## config.mk

```make
export PLATFORM = sky130hd
export DESIGN_NAME = reg_file_sb
export DESIGN_NICKNAME = d
export VERILOG_FILES = /design/src/rtl/reg_file_sb.sv
export SDC_FILE = /design/constraint.sdc
export NUM_CORES = 1
export LEC_CHECK = 0
export CORE_UTILIZATION = 60
export CTS_BUF_LIST = sky130_fd_sc_hd__clkbuf_8 sky130_fd_sc_hd__clkbuf_16
export DETAILED_ROUTE_END_ITERATION = 16
export PLACE_DENSITY = 0.91
export SYNTH_ARGS = -nofsm -noshare
export SYNTH_HDL_FRONTEND = slang
export SYNTH_SLANG_ARGS = --single-unit
```

## constraint.sdc

```tcl
create_clock -name Clk -period 2.81 [get_ports Clk]
set_input_delay 0.4215 -clock Clk [delete_from_list [all_inputs] [get_ports Clk]]
set_output_delay 0.4215 -clock Clk [all_outputs]
set_load 0.02 [all_outputs]
```

## src/rtl/reg_file_sb.sv

```systemverilog
// Dual-write, dual-read register file with a per-register busy scoreboard.
// Decode claims destination registers; writeback (ALU on port 0, load on port 1) releases them.
module reg_file_sb #(
    parameter int DATA_WIDTH = 8,
    parameter int ADDR_WIDTH = 3,
    parameter int ZERO_REG   = 0,
    parameter int BYPASS     = 1
) (
    input  logic                  Clk,
    input  logic                  Rst_n,
    input  logic                  Wr_En0,
    input  logic [ADDR_WIDTH-1:0] Wr_Addr0,
    input  logic [DATA_WIDTH-1:0] Wr_Data0,
    input  logic                  Wr_En1,
    input  logic [ADDR_WIDTH-1:0] Wr_Addr1,
    input  logic [DATA_WIDTH-1:0] Wr_Data1,
    input  logic                  Rd_En,
    input  logic [ADDR_WIDTH-1:0] Source_Reg1,
    input  logic [ADDR_WIDTH-1:0] Source_Reg2,
    input  logic                  Claim_En,
    input  logic [ADDR_WIDTH-1:0] Claim_Addr,
    output logic [DATA_WIDTH-1:0] Reg1_Out,
    output logic [DATA_WIDTH-1:0] Reg2_Out,
    output logic                  Reg1_Busy,
    output logic                  Reg2_Busy,
    output logic                  Any_Busy
);

    localparam int DEPTH = 2 ** ADDR_WIDTH;

    logic [DATA_WIDTH-1:0] regs_q [DEPTH];
    logic [DATA_WIDTH-1:0] regs_d [DEPTH];
    logic [DEPTH-1:0]      busy_q;
    logic [DEPTH-1:0]      busy_d;
    logic [DATA_WIDTH-1:0] rd1_q, rd1_d;
    logic [DATA_WIDTH-1:0] rd2_q, rd2_d;
    logic                  rb1_q, rb1_d;
    logic                  rb2_q, rb2_d;

    logic wr0_ok, wr1_ok, claim_ok;

    // Address 0 is immune to writes and claims when it is hardwired to zero.
    always_comb begin
        wr0_ok   = Wr_En0;
        wr1_ok   = Wr_En1;
        claim_ok = Claim_En;
        if (ZERO_REG != 0) begin
            if (Wr_Addr0 == '0)   wr0_ok   = 1'b0;
            if (Wr_Addr1 == '0)   wr1_ok   = 1'b0;
            if (Claim_Addr == '0) claim_ok = 1'b0;
        end
    end

    // Port 1 is applied last so it wins a same-address collision.
    always_comb begin
        regs_d = regs_q;
        if (wr0_ok) regs_d[Wr_Addr0] = Wr_Data0;
        if (wr1_ok) regs_d[Wr_Addr1] = Wr_Data1;
    end

    // Claim is applied after the clears: a new claim outranks a same-cycle writeback.
    always_comb begin
        busy_d = busy_q;
        if (wr0_ok)   busy_d[Wr_Addr0]   = 1'b0;
        if (wr1_ok)   busy_d[Wr_Addr1]   = 1'b0;
        if (claim_ok) busy_d[Claim_Addr] = 1'b1;
    end

    always_comb begin
        rd1_d = rd1_q;
        rd2_d = rd2_q;
        rb1_d = rb1_q;
        rb2_d = rb2_q;
        if (Rd_En) begin
            if (BYPASS != 0) begin
                rd1_d = regs_d[Source_Reg1];
                rd2_d = regs_d[Source_Reg2];
            end else begin
                rd1_d = regs_q[Source_Reg1];
                rd2_d = regs_q[Source_Reg2];
            end
            // Busy flags always see the post-edge scoreboard.
            rb1_d = busy_d[Source_Reg1];
            rb2_d = busy_d[Source_Reg2];
        end
    end

    always_ff @(posedge Clk or negedge Rst_n) begin
        if (!Rst_n) begin
            for (int i = 0; i < DEPTH; i++) regs_q[i] <= '0;
            busy_q <= '0;
            rd1_q  <= '0;
            rd2_q  <= '0;
            rb1_q  <= 1'b0;
            rb2_q  <= 1'b0;
        end else begin
            regs_q <= regs_d;
            busy_q <= busy_d;
            rd1_q  <= rd1_d;
            rd2_q  <= rd2_d;
            rb1_q  <= rb1_d;
            rb2_q  <= rb2_d;
        end
    end

    assign Reg1_Out  = rd1_q;
    assign Reg2_Out  = rd2_q;
    assign Reg1_Busy = rb1_q;
    assign Reg2_Busy = rb2_q;
    assign Any_Busy  = |busy_q;

endmodule

```

; Word level (Yosys, flattened, before mapping)
; Cells that the tools add are included.
[totals]
wordCells = 69
out_inout_bits = 19
input_bits = 37
register_bits = 90
[op_classes]
mux = 27
n_reduce_logical = 6
n_bitwise = 9
n_lt_le_gt_ge = 14
[op_table]
columns = op, count
row1 = bitwise mux 64 bit, 2
row2 = two-way mux 64 bit, 2
row3 = two-way mux 8 bit, 9
row4 = binary-select mux 8 bit (select 3 bit), 2
row5 = demux 8 bit (select 3 bit), 2
row6 = "< comparator 3 x 4 -> 1 bit, second input constant", 5
row7 = AND 8 bit, 2
row8 = ">= comparator 4 bit, second input constant", 4
row9 = inverter 3 -> 4 bit, 4
row10 = inverter 8 bit, 2
row11 = demux 1 bit (select 3 bit), 3
row12 = ">= comparator 3 x 1 -> 1 bit, second input constant", 3
row13 = "< comparator 4 x 1 -> 1 bit, second input constant", 2
row14 = bitwise OR 8 bit, 1
row15 = OR reduction 8 bit, 1
row16 = binary-select mux 1 bit (select 3 bit), 2
row17 = logical AND 1 bit, 5
row18 = two-way mux 1 bit, 5

; Depth between registers and ports, before layout
; Gate-level depths: netlist of run 1.
[depth]
depth_word = 13
mapped_depth = 9
ltp_nobuf = 6

; Worst setup path before layout of run 1
; OpenSTA, ideal clock, no wires.
[synth_timing]
path_kind = in2reg
start = input port Wr_En1
end = register rd1_q[2], in the netlist Reg1_Out[2]
t_arrival_ns = 1.870
setup_time_ns = 0.128
path_slack_ns = 0.812
cell_stages = 9
path_buffers = 3
t_required_ns = 2.682
cell_sequence = buf_4 > and3b_1 > buf_2 > nand2_2 > buf_4 > mux2i_4 > inv_2 > a2111oi_2 > o31ai_1
[synth_rtl]
columns = item, line_no
row1 = start: declaration, 14  ; input logic Wr_En1,
row2 = end signal: assignment, 99  ; rd1_q <= rd1_d;
row3 = end: declaration, 35  ; logic [DATA_WIDTH-1:0] rd1_q, rd1_d;

; Worst setup path in the final report of run 1
[layout_timing]
start = input port Wr_Addr1[2]
end = register rd1_q[5], in the netlist Reg1_Out[5]
[layout_via]
elab_chain_len = 10
elab_cells_between_ends = 11
cone_classes = order compare: 2 / mux: 7 / bitwise: 1 / reduce/logical: 1
[layout_rtl]
columns = item, line_no
row1 = start: declaration, 15  ; input logic [ADDR_WIDTH-1:0] Wr_Addr1,
row2 = inverter 3 -> 4 bit (implied by the code) *, 58  ; if (wr1_ok) regs_d[Wr_Addr1] = Wr_Data1;
row3 = >= comparator 4 bit (implied by the code) / < comparator 4 x 1 -> 1 bit (equally long branches), 58
row4 = logical AND 1 bit (implied by the code), 58
row5 = two-way mux 8 bit (implied by the code), 58
row6 = demux 8 bit (select 3 bit) *, 58
row7 = bitwise mux 64 bit *, 58
row8 = two-way mux 64 bit *, 58
row9 = binary-select mux 8 bit (select 3 bit) *, 76  ; rd1_d = regs_d[Source_Reg1];
row10 = two-way mux 8 bit (implied by the code) * (2 in series), 76
; Mark *: on every way between the ends. The rest lies on a longest branch, timed or not. The select of a mux whose other input is x is not followed.
; A chain may end at the register's enable or synchronous reset.

==> out/results.ini, run 1 <==
[cts]
holdBufCountCts = 0
htreeDepth = 3
root_buffer = clkbuf_8
cts_resized = 0
postCtsSetupRepairBufs = 0
cts_tree = built
cts-buffers-inserted = 9
cts_max_path_buffers = 2
insertion_delay_ps = 380
clock-sinks = 90
cts.clk_slew.worst_paths_ps = 90

[synth]
ys_warn_count = 0
synthCells = 661
synthDistinctLibCells = 75
ys_ff_latch = 90
synthArstFlopShare = 1.00
synth_area_um2 = 6060
synth-edff-count = 0
seq_area_frac_synth = 0.372
syn_area_per_cell_um2 = 9.16
dominantRegCellSynth = dfrtp_1
synth_nets = 698

[drt]
dr.pass1.iters = 8
wl_per_cell_um = 23.9
drc_errors = 0
drt_iter0_drc = 672
vias = 5944
drt-total-wl_um = 20300
vias_per_cell = 7.00
antenna_left = 0

[layout]
design_area_um2 = 6950
diodes = 0
final_cells = 849
drive_above_1_share = 0.138
fin_util = 0.711
nets = 751
syn2layout_area_growth_pct = 14.8

[pwr]
power_density_nw_per_um2 = 546
p_leak_nw = 3.02
peakVddDrop_uv = 296

[setup_path]
rrSetupSlack_ps = 1230
crit_start = Wr_Addr1[2]
reg2reg_from = regs_q[56]
worstPathMaxFanout = 7
worst_setup_path_start_kind = input port
arrival_ps = 2880
crit_type = input port to flop
required_ps = 3080
end_kind = flop

[floorplanning]
coreArea_um2 = 9770
start_util = 0.620
std_cell_rows = 36
dieArea_um2 = 10500
die_h_um = 102
io-pin-count = 56
die_width_um = 102

[place]
pre_cts_ws_ps = -68.8
io_buffers = 55
placed_cells = 836
gp_congestion = 1.01
placed_area_um2 = 6790
dp_hpwl_um = 14100

[global_routing]
grtUsageTotal = 0.402
grt_max_degree = 47
grt_pass1_vias = 5787
antenna_found_initial = 0
grt_overflow_total = 0
grt_pass1_wl_um = 30900

[worst_hold_path]
hold_class = input port to asynchronous set/reset pin

[timing]
timing.final.crit_share = 0.929
hold_viol_final = 0
fin_ws_ps = 198
slew_viol_final = 0
setup_violations = 0
hold_slack_ps = 45.7
fmax_mhz = 383
finalClockSkew_ps = 11.3
rsz0062_at_grt = false
max_slew.worst_pin.slew_ps = 836
maxSlewHeadroom = 0.441
period_minus_slack_ps = 2610

[status]
status = complete, no violations

[flow_run]
drv_cap = 0

[worst paths after layout]
kind	cells past startpoint	endpoint
worst max-delay path	8	Reg1_Out[5]
worst min-delay path	1	busy_q[2]
worst max register to register	5	Reg1_Out[0]
worst min register to register	2	Reg1_Out[2]
max in group asynchronous	2	regs_q[38]
min in group Clk	2	Reg1_Out[2]
[per-layer routing]
layer	part of all wire	global-route usage
met3	0.12	0.0828
met2	0.44	0.612
met4	0.059	0.251
met5	0	0
met1	0.38	0.525
[synth_stat cells (4+ instances only)]
library cell	n	share of area
nor2_1	76	0.047
o311ai_1	5	0.0072
inv_1	32	0.020
nand3_1	17	0.014
o32ai_1	16	0.023
o21ai_0	11	0.0091
o31ai_1	9	0.011
nand3b_1	4	0.0050
and2_1	8	0.0083
a32oi_1	4	0.0058
mux2_2	15	0.028
buf_6	7	0.013
nor3_1	13	0.011
o22ai_1	4	0.0041
o221ai_1	13	0.019
a21boi_0	6	0.0074
clkbuf_1	22	0.014
o211a_1	4	0.0066
nand4b_1	5	0.0072
a22oi_1	5	0.0062
buf_4	10	0.012
mux2i_1	61	0.10
nand2_1	39	0.024
nand2b_1	16	0.017
o21a_1	4	0.0050
a21oi_1	56	0.046
a31oi_1	5	0.0052
dfrtp_1	90	0.37
a221oi_1	6	0.0087
buf_2	15	0.012
[cells in the final DEF (no fill, tap or decap), drive strengths merged, types with 17 or more instances in the layout]
master,netlist,final
dfrtp,90,90
mux2,18,18
inv,34,36
nor2,76,76
mux2i,63,63
nand3,17,17
buf,38,50
a21oi,56,56
clkdlybuf4s50,0,54
nand2,41,41
[per-stage QoR]
stage	power, mW	TNS, ps
2_1_floorplan	2.52	0
3_3_place_gp	2.92	-14.8
3_5_place_dp	2.98	-196
4_1_cts	3.76	0
5_1_grt	3.96	0
6_report	3.79	0
[power breakdown]
group | switching, mW | internal, mW
Combinational | 0.758 | 0.568
Sequential | 0.107 | 1.57
Clock | 0.443 | 0.350
[flip-flops by register name (all words and copies together), names as in the netlist]
name and count:
Reg1_Out 8, Reg2_Out 8, regs_q 64, Reg2_Busy 1, Reg1_Busy 1, busy_q 8
[cells by family after synthesis]
kind of cell	Yosys count	synth area share
buffers and inverters	96	0.0847
AND/OR/NAND/NOR	211	0.182
AO/OA/AOI/OAI	181	0.216
flip-flops	90	0.372
XOR/XNOR	2	0.00289
multiplexers	81	0.143
[worst max-delay path, cell delays in order]
cell and delay [ps]:
clkdlybuf4s50_1 550, buf_4 230, nor4b_2 500, nor2_1 230, a221o_1 330, a31oi_1 210
nor3_1 100, o32ai_1 300
[final cells by class]
class	instances	area, um2
sequential	90	2250
clock buffer	11	151
clock inverter	2	7.51
fill	758	2830
timing repair buffer	104	953
multi-input combinational	475	3290
tap	133	166
inverter	34	128
(Power assumes the default switching activity.)
==> inputs of run 2 (changes only) <==
SETUP_SLACK_MARGIN = 0.5   (was default)
==> out/results.ini, run 2 (synthesis results as in run 1) <==
[timing]
timing.final.crit_share = 0.815  ; -0.115
hold_viol_final = 0  ; unchanged
fmax_mhz = 437  ; +14%
slew_viol_final = 0  ; unchanged
rsz0062_at_grt = false
fin_ws_ps = 521  ; +322 ps
setup_violations = 0  ; unchanged
maxSlewHeadroom = 0.421  ; -0.0204
max_slew.worst_pin.slew_ps = 867  ; +30.5 ps
tns_ps = 0  ; unchanged
period_minus_slack_ps = 2290  ; -322 ps
finalClockSkew_ps = 10.7  ; -0.559 ps

[drt]
drt_iter0_drc = 719  ; +7.0%
drc_errors = 0  ; unchanged
vias_per_cell = 6.98  ; -0.30%
drt-total-wl_um = 20500  ; +0.79%
dr.pass1.iters = 7  ; -1
vias = 5961  ; +0.29%
wl_per_cell_um = 24.0  ; +0.20%
antenna_left = 0  ; unchanged

[layout]
final_cell_mix = dfrtp_1 (90), nor2_1 (76), mux2i_1 (61)
fill_cells = 748  ; -1.3%
final-seq-area_um2 = 2250  ; unchanged
syn2layout_area_growth_pct = 15.6
drive_above_1_share = 0.148  ; +0.0101
nets = 756  ; +0.67%
diodes = 0  ; unchanged
multi_input_area_um2 = 3310  ; +0.49%
regMostFlops = regs_q
final_cells = 854  ; +0.59%
mostFrequentLayoutCell = dfrtp_1
largest_reg_flops = 64  ; unchanged

[global_routing]
grt_pass1_vias = 5787  ; unchanged
grt_pass1_wl_um = 31200  ; +0.81%
grtUsageTotal = 0.406  ; +0.00339
grt_max_degree = 47  ; unchanged
antenna_found_initial = 0  ; unchanged
grt_overflow_total = 0  ; unchanged

[pwr]
power_density_nw_per_um2 = 543  ; -0.51%
peakVddDrop_uv = 296  ; -0.18%
p_leak_nw = 3.07  ; +1.6%
power_mw = 3.80  ; +0.18%

[setup_path]
required_ps = 2390  ; -690 ps
crit_type = flop to primary output
reg2reg_from = regs_q[8]
path_depth = 3  ; -5
end_kind = primary output
worst_setup_path_start_kind = flop
path_buf_inv = 1  ; -1
r2r_end = Reg1_Out[0]
worstPathMaxFanout = 2  ; -5
rrSetupSlack_ps = 1240  ; about the same
endpoint = Any_Busy
cpMaxStageDelayCell = clkdlybuf4s50_1
path_cells = nor4_1 -> nand2_1 -> clkdlybuf4s50_1
crit_start = busy_q[3]
ff2ff_path_depth = 5  ; unchanged
max_stage_delay_ps = 560  ; about the same
crit_family = buffers and inverters
arrival_ps = 1870  ; -1010 ps

[cts]
htreeDepth = 3  ; unchanged
cts_tree = built
holdBufCountCts = 0  ; unchanged
cts.clk_slew.worst_paths_ps = 90  ; about the same
root_buffer = clkbuf_8
clock-sinks = 90  ; unchanged
cts-buffers-inserted = 9  ; unchanged
insertion_delay_ps = 380  ; about the same
cts_max_path_buffers = 2  ; unchanged

[place]
pre_cts_ws_ps = -68.8  ; unchanged
io_buffers = 55  ; unchanged
gp_congestion = 1.01  ; unchanged
dp_hpwl_um = 14100  ; unchanged
placed_cells = 836  ; unchanged

[floorplanning]
coreArea_um2 = 9770  ; unchanged
start_util = 0.620  ; unchanged
die_width_um = 102  ; unchanged
io-pin-count = 56  ; unchanged
std_cell_rows = 36  ; unchanged
die_h_um = 102  ; unchanged
dieArea_um2 = 10500  ; unchanged

[status]
status = complete, no violations

[worst_hold_path]
hold_class = input port to asynchronous set/reset pin

[flow_run]
drv_cap = 0  ; unchanged

==> run 2: cell types whose count changed in the layout (fill, tap and decap cells not counted), sizes merged <==
cell and change:
dlymetal6s2s +1, clkdlybuf4s15 +1, clkdlybuf4s50 -8, dlygate4sd2 +6, buf +5
==> run 2: worst reg2reg max path, cell delays in order, from the launching register on <==
cell and delay [ps]:
dfrtp_1 340, mux2i_1 100, and3_1 210, a2111oi_1 430, nor2_1 120, o41ai_1 260
==> run 2: cell type report <==
cell class / instances / area share
clock inverter: 2 / 0.00107
clock buffer: 11 / 0.0216
sequential: 90 / 0.322
multi-input combinational: 475 / 0.473
timing repair buffer: 109 / 0.141
inverter: 34 / 0.0182
tap: 133 / 0.0238
==> run 2: timing repair <==
action                     CTS  global route
gates resized for setup     12             2
setup endpoints to repair   14            11
buffers inserted             2             3
==> run 2: power breakdown <==
part | internal (mW) | total, mW | leakage (nW) | switching [mW]
clock network | 0.350 | 0.795 | 0.0897 | 0.445
registers | 1.57 | 1.68 | 1.05 | 0.109
logic | 0.568 | 1.33 | 1.93 | 0.762
total | 2.49 | 3.80 | 3.07 | 1.32
==> run 2: worst min path at each step <==
stage / to / slack, ps
after global placement: busy_q[6] / 480
after detailed placement: busy_q[6] / 480
final: busy_q[2] / 50
after CTS: busy_q[6] / 80
after floorplan: Reg1_Busy / 130
after global routing: busy_q[6] / 90
==> run 2: metal layers <==
metal | global-route usage | routed length, um
met1 | 0.530 | 7620
met2 | 0.616 | 9090
met3 | 0.0958 | 2630
met4 | 0.234 | 1130
met5 | 0 | 0
==> run 2: per-stage QoR <==
step | utilization | hold WS, ps | instance area, um2
after detailed placement | 0.695 | 480 | 6790
after CTS | 0.713 | 78.3 | 6970
after floorplan | - | 126 | 6060
after global placement | 0.695 | 478 | 6790
final | 0.716 | 51.9 | 7000
after global routing | 0.716 | 89.7 | 7000
